==> src/rtl/txrx_slot_scheduler.sv <==
// TDMA slot scheduler for the half-duplex VLC link.
// Splits time into NUM_SLOTS slots per frame. After a guard interval at the
// start of each slot it pulses the tx loop in the node's own slot and the rx
// loop in the other slots. It then watches the loop's active handshake for a
// start timeout and checks for a loop still busy when the slot ends.
module txrx_slot_scheduler #(
  parameter int NUM_SLOTS   = 4,
  parameter int CNT_W       = 32,
  parameter int GUARD_CNT   = 2000,
  parameter int ACK_TIMEOUT = 64
) (
  input  logic                         clk,
  input  logic                         reset_n,
  input  logic                         i_enable,
  input  logic [7:0]                   i_node_id,
  input  logic [CNT_W-1:0]             i_slot_len,
  input  logic                         i_rx_en,
  input  logic                         i_tx_active,
  input  logic                         i_rx_active,
  input  logic                         i_clr_err,
  output logic                         o_tx_start,
  output logic                         o_rx_start,
  output logic [$clog2(NUM_SLOTS)-1:0] o_slot_idx,
  output logic                         o_slot_strobe,
  output logic                         o_busy,
  output logic                         o_start_err,
  output logic                         o_overrun
);
  localparam int IDX_W = $clog2(NUM_SLOTS);
  localparam int ACK_W = $clog2(ACK_TIMEOUT + 1);

  // A slot must be long enough to hold the guard, the pulse, the whole ack
  // window and one cycle of margin before it wraps.
  localparam logic [CNT_W-1:0] LEN_MIN    = CNT_W'(GUARD_CNT + ACK_TIMEOUT + 2);
  localparam logic [CNT_W-1:0] GUARD_LAST = CNT_W'(GUARD_CNT - 1);
  localparam logic [ACK_W-1:0] ACK_LAST   = ACK_W'(ACK_TIMEOUT - 1);

  localparam logic [2:0] S_IDLE  = 3'd0;
  localparam logic [2:0] S_GUARD = 3'd1;
  localparam logic [2:0] S_START = 3'd2;
  localparam logic [2:0] S_WAIT  = 3'd3;
  localparam logic [2:0] S_RUN   = 3'd4;

  logic [2:0]       r_state;
  logic [CNT_W-1:0] r_cnt;
  logic [CNT_W-1:0] r_len;
  logic [IDX_W-1:0] r_idx;
  logic [ACK_W-1:0] r_ack_cnt;
  logic             r_sel_tx;
  logic             r_tx_start;
  logic             r_rx_start;
  logic             r_strobe;
  logic             r_start_err;
  logic             r_overrun;

  logic w_run;
  logic w_wrap;
  logic w_own;
  logic w_sel_active;
  logic w_err_evt;
  logic w_ovr_evt;
  logic w_unused;

  assign w_run        = (r_state != S_IDLE) && i_enable;
  assign w_wrap       = (r_cnt == r_len - CNT_W'(1));
  assign w_own        = (r_idx == i_node_id[IDX_W-1:0]);
  assign w_sel_active = r_sel_tx ? i_tx_active : i_rx_active;
  // r_ack_cnt holds the number of cycles since the pulse; the last cycle of
  // the window without an ack raises the error.
  assign w_err_evt    = w_run && (r_state == S_WAIT) && !w_sel_active &&
                        (r_ack_cnt >= ACK_LAST);
  assign w_ovr_evt    = w_run && w_wrap && (i_tx_active || i_rx_active);
  // Only the low node-id bits select a slot.
  assign w_unused     = &{1'b0, i_node_id[7:IDX_W]};

  // Slot timing, state sequencing and registered start/strobe pulses.
  always_ff @(posedge clk) begin
    if (!reset_n) begin
      r_state    <= S_IDLE;
      r_cnt      <= '0;
      r_len      <= '0;
      r_idx      <= '0;
      r_ack_cnt  <= '0;
      r_sel_tx   <= 1'b0;
      r_tx_start <= 1'b0;
      r_rx_start <= 1'b0;
      r_strobe   <= 1'b0;
    end else begin
      r_tx_start <= 1'b0;
      r_rx_start <= 1'b0;
      r_strobe   <= 1'b0;
      if (r_state == S_IDLE) begin
        if (i_enable) begin
          r_len    <= (i_slot_len < LEN_MIN) ? LEN_MIN : i_slot_len;
          r_cnt    <= '0;
          r_idx    <= '0;
          r_strobe <= 1'b1;
          r_state  <= S_GUARD;
        end
      end else if (!i_enable) begin
        r_state <= S_IDLE;
        r_cnt   <= '0;
        r_idx   <= '0;
      end else if (w_wrap) begin
        r_cnt    <= '0;
        r_idx    <= r_idx + IDX_W'(1);
        r_strobe <= 1'b1;
        r_state  <= S_GUARD;
      end else begin
        r_cnt <= r_cnt + CNT_W'(1);
        case (r_state)
          S_GUARD: begin
            // Node id and rx enable are sampled on entry to START.
            if (r_cnt == GUARD_LAST) begin
              r_state    <= S_START;
              r_sel_tx   <= w_own;
              r_tx_start <= w_own;
              r_rx_start <= !w_own && i_rx_en;
            end
          end
          S_START: begin
            r_ack_cnt <= ACK_W'(1);
            r_state   <= (r_tx_start || r_rx_start) ? S_WAIT : S_RUN;
          end
          S_WAIT: begin
            if (w_sel_active || (r_ack_cnt >= ACK_LAST)) r_state <= S_RUN;
            else r_ack_cnt <= r_ack_cnt + ACK_W'(1);
          end
          S_RUN: r_state <= S_RUN;
          default: r_state <= S_IDLE;
        endcase
      end
    end
  end

  // Sticky error flags; a set event outranks a clear in the same cycle.
  always_ff @(posedge clk) begin
    if (!reset_n) begin
      r_start_err <= 1'b0;
      r_overrun   <= 1'b0;
    end else begin
      if (w_err_evt)      r_start_err <= 1'b1;
      else if (i_clr_err) r_start_err <= 1'b0;
      if (w_ovr_evt)      r_overrun   <= 1'b1;
      else if (i_clr_err) r_overrun   <= 1'b0;
    end
  end

  assign o_tx_start    = r_tx_start;
  assign o_rx_start    = r_rx_start;
  assign o_slot_idx    = r_idx;
  assign o_slot_strobe = r_strobe;
  assign o_busy        = (r_state != S_IDLE);
  assign o_start_err   = r_start_err;
  assign o_overrun     = r_overrun;

endmodule

==> config.mk <==
export PLATFORM = sky130hd
export DESIGN_NAME = txrx_slot_scheduler
export DESIGN_NICKNAME = d
export VERILOG_FILES = /design/src/rtl/txrx_slot_scheduler.sv
export SDC_FILE = /design/constraint.sdc
export NUM_CORES = 1
export LEC_CHECK = 0
export ABC_AREA = 1
export CAP_MARGIN = 20
export CORE_MARGIN = 2
export CORE_UTILIZATION = 51
export CTS_CLUSTER_DIAMETER = 30
export DETAILED_ROUTE_END_ITERATION = 8
export PLACE_DENSITY = 0.72
export SLEW_MARGIN = 20
export SYNTH_ARGS = -nofsm -noshare
export SYNTH_HDL_FRONTEND = slang
export SYNTH_SLANG_ARGS = --single-unit
==> constraint.sdc <==
create_clock -name clk -period 6.64 [get_ports clk]
set_clock_uncertainty 0.15 [all_clocks]
set_input_delay 1.328 -clock clk [delete_from_list [all_inputs] [get_ports clk]]
set_output_delay 1.328 -clock clk [all_outputs]
set_load 0.005 [all_outputs]
==> results of run 1 <==
## cell type report
type / instances / area (um^2)
Clock buffer: 10 / 239
Clock inverter: 6 / 90.1
Fill cell: 1121 / 4670
Inverter: 96 / 362
Multi-Input combinational cell: 736 / 3880
Sequential cell: 82 / 1640
Tap cell: 143 / 179
Timing Repair Buffer: 52 / 508
## flip-flops by register name (all words and copies together), names as in the netlist
register	count
o_slot_strobe	1
o_rx_start	1
r_ack_cnt	7
o_overrun	1
o_start_err	1
r_len	32
r_sel_tx	1
o_tx_start	1
r_cnt	32
o_slot_idx	2
r_state	3
## report_power, final
part	switching, mW	leakage, nW	internal (mW)
clock network	0.212	0.159	0.340
registers	0.0391	0.668	0.520
logic	0.294	1.99	0.154
total	0.546	2.82	1.01
## path summary, 6_finish.rpt
kind                 from  slack (ps)       endpoint
max reg2reg      r_len[5]        3260  o_slot_idx[1]
min          r_ack_cnt[6]         300   r_ack_cnt[6]
min reg2reg  r_ack_cnt[6]         300   r_ack_cnt[6]
max               reset_n        2750      r_len[13]
## stage by stage
| step | cell area, um^2 | setup slack, ps | utilization |
|---|---|---|---|
| after floorplan | 6100 | 3890 | - |
| after global placement | 6560 | 2390 | 0.567 |
| after detailed placement | 6570 | 2410 | 0.568 |
| after CTS | 6900 | 2770 | 0.596 |
| after global routing | 6900 | 2500 | 0.596 |
| final | 6900 | 2750 | 0.596 |
## synthesized netlist by cell type, types with 2 or more instances
cell,count
xnor2_1,21
o21ai_2,4
nand3b_1,27
dfxtp_1,82
nand2_4,4
or2_2,4
nor2_2,17
o21ai_1,5
xor2_1,40
a21oi_1,51
inv_2,4
a211oi_1,13
nand4_1,29
nand3_1,30
nand2_1,223
o21ai_0,32
a22oi_1,2
ha_1,3
buf_6,5
inv_1,91
nand3_2,12
nor3_1,20
nor3_2,3
buf_2,10
clkbuf_1,31
nand3_4,3
nor2_1,159
nor4_1,17
nand2_2,6
## kinds of logic after synthesis
group,count (synthesis),synth area share
simple gates,558,0.433
compound gates,112,0.104
flops,82,0.269
buf+inv,143,0.0964
xor+xnor,62,0.0902
mux,1,0.00164
fa+ha+maj,3,0.00615
## worst max-delay path, cell delays in order
cell             delay (ps)
clkdlybuf4s50_1        1110
clkinv_2                940
a211oi_1                530
## routing by layer
layer / GRT usage / vias to the layer above / part of all wire
li1: - / 3148 / -
met1: 0.361 / 2712 / 0.47
met2: 0.416 / 203 / 0.44
met3: 0.0473 / 26 / 0.068
met4: 0.0984 / 0 / 0.023
met5: 0 / - / 0
==> impl_metrics.csv, run 1 <==
group,metric,value,unit
sta,hold_ws,298,ps
route,num_vias,6089,
route,wire_per_inst,14.2,um
global_route,grt_start_max_net_pins,56,
route,wl,16000,um
clock_network,root_buffer,"clkbuf_16",
yosys,ys_ff_latch,82,
route,viasPerCell,5.41,
clock_network,htreeDepth,3,
cells_and_area,layout_common_cells,"223 x nand2_1, 157 x nor2_1, 91 x inv_1",
yosys,synth_top_cell_area_share,0.269,
sta,setup_viol_count_final,0,
outcome,outcome,"finished clean",
yosys,syn-instance-count,961,
route,final_antenna_net_count,0,
pwr,power,1.56,mW
clock_network,cts_sinks,82,
route,drt_first_pass_iters,5,
pwr,p_leak,2.82,nW
hold_path,min_path_cells,2,
global_route,grt.total_usage,0.264,
clock_network,tritoncts,"done",
route,route.detailed.drc,0,
yosys,synth.area.top_cells,"dfxtp_1 27%, nand2_1 14%, nor2_1 9.8%, xor2_1 5.7%, inv_1 5.6%",
hold_path,min_path_type,"reg -> reg",
sta,tns,0,ps
clock_network,cts_resized,0,
pwr,p_per_area,226,nW/um^2
global_route,grt_pass1_vias,5516,
clock_network,cts_made_buffers,9,
setup_path,rr_worst_depth,16,
clock_network,post_cts_buffers,0,
yosys,synthArstFlopShare,0,
placed_design,dp_hpwl,12000,um
cells_and_area,drive_gt1_frac,0.0866,
clock_network,cts.path.max_buffers,2,
global_route,grt_pass1_wl,27200,um
clock_network,path_clk_slew,60,ps
clock_network,cts_hold_buffers,0,
cells_and_area,final_common_cell,"nand2_1",
floorplanning,die_area,12900,um^2
placed_design,dp_cells,1109,
global_route,overflow,0,
floorplanning,dieHeight,113,um
yosys,avgSynthCellArea,6.35,um^2
floorplanning,start_util,0.528,
route,drtIter0Drc,553,
placed_design,io_buffers,48,
global_route,grt_antenna_before_repair,0,
floorplanning,row_count,39,
yosys,synth-seq-area-share,0.269,
yosys,ys.flop_type,"dfxtp_1",
cells_and_area,diodes,0,
pwr,irDropWorstVdd,0.000162,V
floorplanning,io_pins,55,
yosys,netlist_area,6100,um^2
sta,finalHoldViolCount,0,
floorplanning,die_w,113,um
sta,final.min_clock_period,3890,ps
cells_and_area,stdcell_count,1125,
setup_path,cp-end-kind,"flop",
yosys,yosys_warnings,0,
yosys,synth_fp_nets,1011,
run,maxCapViolCount,0,
sta,worstMarginPinSlew,974,ps
cells_and_area,area_growth,13.0,%
cells_and_area,nets,1027,
setup_path,worstPathMaxFanout,55,
sta,fmax,257,MHz
sta,period_share,0.586,
setup_path,crit_type,"in -> reg",
floorplanning,core,11600,um^2
setup_path,startpoint_type,"input pin",
sta,slew_violations,0,
sta,rsz0062_at_grt,"false",
yosys,synth_edf_count,0,
yosys,ys_types,42,
placed_design,place_congestion,0.942,
setup_path,cp.arrival,3980,ps
sta,relSlewSlack,0.349,
clock_network,clock_latency,350,ps
yosys,synth_area_leader_cell,"dfxtp_1",
setup_path,required,6720,ps
Note: power is estimated with default switching activity, not from simulation.
==> inputs of run 2 (changes only) <==
==> constraint.sdc (replaced) <==
create_clock -name clk -period 3.8 [get_ports clk]
set_clock_uncertainty 0.15 [all_clocks]
set_input_delay 0.76 -clock clk [delete_from_list [all_inputs] [get_ports clk]]
set_output_delay 0.76 -clock clk [all_outputs]
set_load 0.005 [all_outputs]
==> impl_metrics.csv, run 2 (synthesis gave the netlist of run 1 again) <==
group,metric,value,unit
outcome,outcome,"finished clean",
cells_and_area,fillers,1160,
clock_network,path_clk_slew,60,ps
clock_network,cts.path.max_buffers,2,
route,final_antenna_net_count,0,
clock_network,root_buffer,"clkbuf_16",
floorplanning,row_count,39,
sta,period_share,0.753,
sta,setup_viol_count_final,0,
route,num_vias,6039,
placed_design,dp_hpwl,12100,um
floorplanning,die_w,113,um
floorplanning,die_area,12900,um^2
global_route,grt_antenna_before_repair,0,
pwr,p_leak,2.84,nW
setup_path,cp_cell_sequence,"inv_1, ha_1, nand3_4, nor2_2, xor2_1, nand4_1, nor2_1, nand2_1, nor2_1, nand2_2, buf_4, nand2_1, nand2_1, nor2_1, nor2_1",
cells_and_area,nets,1033,
sta,slew_violations,0,
route,drt_first_pass_iters,5,
hold_path,min_path_type,"reg -> reg",
placed_design,io_buffers,48,
cells_and_area,drive_gt1_frac,0.0911,
setup_path,required,3900,ps
setup_path,cpMaxStageDelayCell,"dfxtp_1",
setup_path,crit_type,"reg -> reg",
clock_network,cts_hold_buffers,0,
route,route.detailed.drc,0,
global_route,grt_pass1_wl,27400,um
sta,rsz0062_at_grt,"false",
cells_and_area,final_common_cell,"nand2_1",
cells_and_area,diodes,0,
pwr,irDropWorstVdd,0.000251,V
clock_network,post_cts_buffers,0,
sta,fmax,349,MHz
setup_path,worst_path_most_repeated_cell,"nor2_1",
setup_path,cp-end-kind,"flop",
floorplanning,core,11600,um^2
cells_and_area,top_regs,"r_cnt x32, r_len x32, r_ack_cnt x7",
global_route,grt_start_max_net_pins,44,
clock_network,cts_resized,0,
cells_and_area,layout_common_cells,"223 x nand2_1, 157 x nor2_1, 91 x inv_1",
sta,final.min_clock_period,2860,ps
clock_network,cts_sinks,82,
cells_and_area,area_growth,13.6,%
pwr,power,2.71,mW
placed_design,place_congestion,0.937,
setup_path,max_stage_delay,320,ps
setup_path,worstPathMaxFanout,33,
global_route,overflow,0,
route,wl,16100,um
setup_path,startpoint_type,"flop",
clock_network,htreeDepth,3,
floorplanning,io_pins,55,
sta,finalHoldViolCount,0,
floorplanning,dieHeight,113,um
sta,worstMarginPinSlew,714,ps
floorplanning,start_util,0.528,
run,maxCapViolCount,0,
global_route,grt_pass1_vias,5498,
clock_network,cts_made_buffers,9,
sta,relSlewSlack,0.521,
route,drtIter0Drc,513,
clock_network,tritoncts,"done",
clock_network,clock_latency,350,ps
sta,tns,0,ps
pwr,p_per_area,391,nW/um^2
route,viasPerCell,5.34,
global_route,grt.total_usage,0.265,
setup_path,cp.arrival,2960,ps
route,wire_per_inst,14.2,um
[run 2: report_power, final]
group	switching, mW	internal, mW	total, mW
combinational	0.522	0.277	0.799
sequential	0.0675	0.909	0.977
clock	0.364	0.574	0.938
[run 2: through the flow]
step	setup slack, ps	cells	util	area [um^2]	hold slack (ps)
global route	578	1131	0.599	6930	324
global placement	826	1115	0.572	6610	289
CTS	947	1131	0.599	6930	303
floorplan	1560	961	-	6100	269
detailed placement	853	1115	0.572	6610	292
finish	937	1131	0.599	6930	303
[run 2: path summary, 6_finish.rpt]
check	from	end	slack, ps	depth (start not counted)
hold reg to reg	r_ack_cnt[6]	r_ack_cnt[6]	300	2
hold / removal	r_ack_cnt[6]	r_ack_cnt[6]	300	2
setup / recovery	r_len[1]	o_slot_idx[1]	940	15
setup reg to reg	r_len[1]	o_slot_idx[1]	940	15
[run 2: worst max-delay path, delay by kind of cell, from the launching register on]
family,cells,cell delay (ps)
adder cells (fa/ha/maj),1,270
buffers and inverters,2,380
XOR/XNOR,1,260
AND/OR/NAND/NOR,11,1400
flip-flops,1,320
[run 2: metal layers]
metal  GRT usage  routed length, um  vias to the layer above
met5           0                  0                        -
met4      0.0732                262                        0
met3      0.0489                957                       19
met2       0.417               7140                      163
met1       0.375               7740                     2703
li1            -                  -                     3154
[run 2: final cells by class]
class | count | area (um^2) | area share
multi-input cells | 736 | 3880 | 0.559
flip-flops and latches | 82 | 1640 | 0.237
repair buffers | 58 | 556 | 0.0801
inverters | 96 | 360 | 0.0520
clock buffers | 9 | 225 | 0.0325
well taps | 143 | 179 | 0.0258
clock inverters | 7 | 93.8 | 0.0135
==> inputs of run 3 (changes only) <==
==> constraint.sdc (replaced) <==
create_clock -name clk -period 2.7 [get_ports clk]
set_clock_uncertainty 0.15 [all_clocks]
set_input_delay 0.54 -clock clk [delete_from_list [all_inputs] [get_ports clk]]
set_output_delay 0.54 -clock clk [all_outputs]
set_load 0.005 [all_outputs]
==> impl_metrics.csv, run 3 (synthesis gave the netlist of run 1 again) <==
group,metric,value,unit
cells_and_area,area_growth,19.6,%
setup_path,cp-end-kind,"flop",
setup_path,r2r_end,"r_cnt[7]",
placed_design,dp_hpwl,12600,um
floorplanning,die_w,113,um
sta,final.min_clock_period,2660,ps
clock_network,root_buffer,"clkbuf_16",
clock_network,tritoncts,"done",
sta,finalHoldViolCount,0,
clock_network,cts_made_buffers,9,
hold_path,min_from,"r_ack_cnt[6]",
cells_and_area,top_regs,"r_cnt x32, r_len x32, r_ack_cnt x7",
cells_and_area,register_area,1640,um^2
sta,setup_viol_count_final,0,
route,drt_first_pass_iters,5,
pwr,p_per_area,559,nW/um^2
clock_network,cts_sinks,82,
sta,relSlewSlack,0.618,
floorplanning,io_pins,55,
clock_network,clock_latency,350,ps
route,viasPerCell,5.47,
sta,period_share,0.987,
cells_and_area,layout_common_cells,"222 x nand2_1, 152 x nor2_1, 91 x inv_1",
global_route,grt_pass1_vias,5752,
route,wl,17200,um
floorplanning,core,11600,um^2
route,wire_per_inst,14.8,um
cells_and_area,nets,1058,
route,drtIter0Drc,525,
sta,worstMarginPinSlew,573,ps
floorplanning,start_util,0.528,
floorplanning,die_area,12900,um^2
route,final_antenna_net_count,0,
placed_design,dpl-instance-area,6830,um^2
setup_path,rr_worst_depth,14,
cells_and_area,final_area,7300,um^2
setup_path,cp.arrival,2750,ps
placed_design,place_congestion,0.951,
clock_network,htreeDepth,3,
placed_design,place_ws,89.9,ps
floorplanning,row_count,39,
cells_and_area,fin_util,0.631,
global_route,grt.total_usage,0.271,
global_route,grt_antenna_before_repair,0,
hold_path,min_path_cells,2,
outcome,outcome,"finished clean",
sta,slew_violations,0,
cells_and_area,multi_input_area,3960,um^2
cells_and_area,drive_gt1_frac,0.118,
pwr,irDropWorstVdd,0.000481,V
clock_network,cts.path.max_buffers,2,
global_route,overflow,0,
global_route,grt_pass1_wl,28000,um
run,maxCapViolCount,0,
route,num_vias,6328,
clock_network,path_clk_slew,60,ps
cells_and_area,final_common_cell,"nand2_1",
cells_and_area,diodes,0,
hold_path,min_path_type,"reg -> reg",
setup_path,worstReg2RegStart,"r_len[5]",
pwr,p_leak,3.02,nW
global_route,grt_start_max_net_pins,44,
sta,worst_slack,35.5,ps
setup_path,r2r_setup_slack,40,ps
route,route.detailed.drc,0,
setup_path,startpoint_type,"flop",
cells_and_area,fillers,1072,
placed_design,io_buffers,48,
clock_network,cts_hold_buffers,0,
setup_path,required,2780,ps
hold_path,min_to,"r_ack_cnt[6]",
floorplanning,dieHeight,113,um
setup_path,worstPathMaxFanout,31,
setup_path,crit_type,"reg -> reg",
sta,fmax,375,MHz
## run 3: routing by layer
metal / wire [um] / GRT usage / up-vias
met1: 7650 / 0.362 / 2875
li1: - / - / 3190
met5: 0 / 0 / -
met3: 1270 / 0.0569 / 34
met4: 472 / 0.100 / 0
met2: 7780 / 0.435 / 229
## run 3: worst max-delay path by stage
stage	from	endpoint	slack [ps]	depth (start not counted)
5_1_grt	r_len[5]	r_cnt[5]	-90	14
2_1_floorplan	r_len[0]	r_cnt[18]	460	14
4_1_cts	r_len[1]	r_state[2]	70	16
3_5_place_dp	r_len[1]	r_ack_cnt[4]	90	13
6_report	r_len[5]	r_cnt[7]	40	14
3_3_place_gp	r_len[1]	r_cnt[3]	140	17
## run 3: stage by stage
step	cells	hold WS (ps)	setup TNS (ps)	power, mW
floorplan	961	269	0	2.20
global placement	1135	288	0	2.56
detailed placement	1135	294	0	2.57
CTS	1151	303	0	3.99
global route	1156	326	-1670	4.30
finish	1156	303	0	4.08
## run 3: what timing repair did
action | in CTS | in global routing
endpoints found under the hold margin | 0 | 0
buffers inserted | 0 | 5
setup endpoints to repair | 0 | 46
resized for setup | 0 | 18
## run 3: cell type report
class	instances	share of cell area
Clock buffer	11	0.0319
Clock inverter	5	0.0141
Inverter	96	0.0494
Multi-Input combinational cell	736	0.543
Sequential cell	82	0.225
Tap cell	143	0.0245
Timing Repair Buffer	83	0.112
## run 3: report_power, final
group / total, mW / leakage [nW] / internal [mW] / switching, mW
registers: 1.38 / 0.668 / 1.28 / 0.0960
clock network: 1.41 / 0.160 / 0.903 / 0.509
logic: 1.29 / 2.19 / 0.490 / 0.802
total: 4.08 / 3.02 / 2.67 / 1.41
## run 3: worst max-delay path: stages (launching register included)
cell and delay (ps):
dfxtp_1 370, nor2_2 180, nand2_1 150, nor2_4 190, buf_12 150, nand2_4 70
o21ai_4 200, nand4_1 200, nor2_1 200, nand2_1 90, nor2_2 150, nand2_4 90
buf_12 170, nand3b_1 100, a21oi_1 70
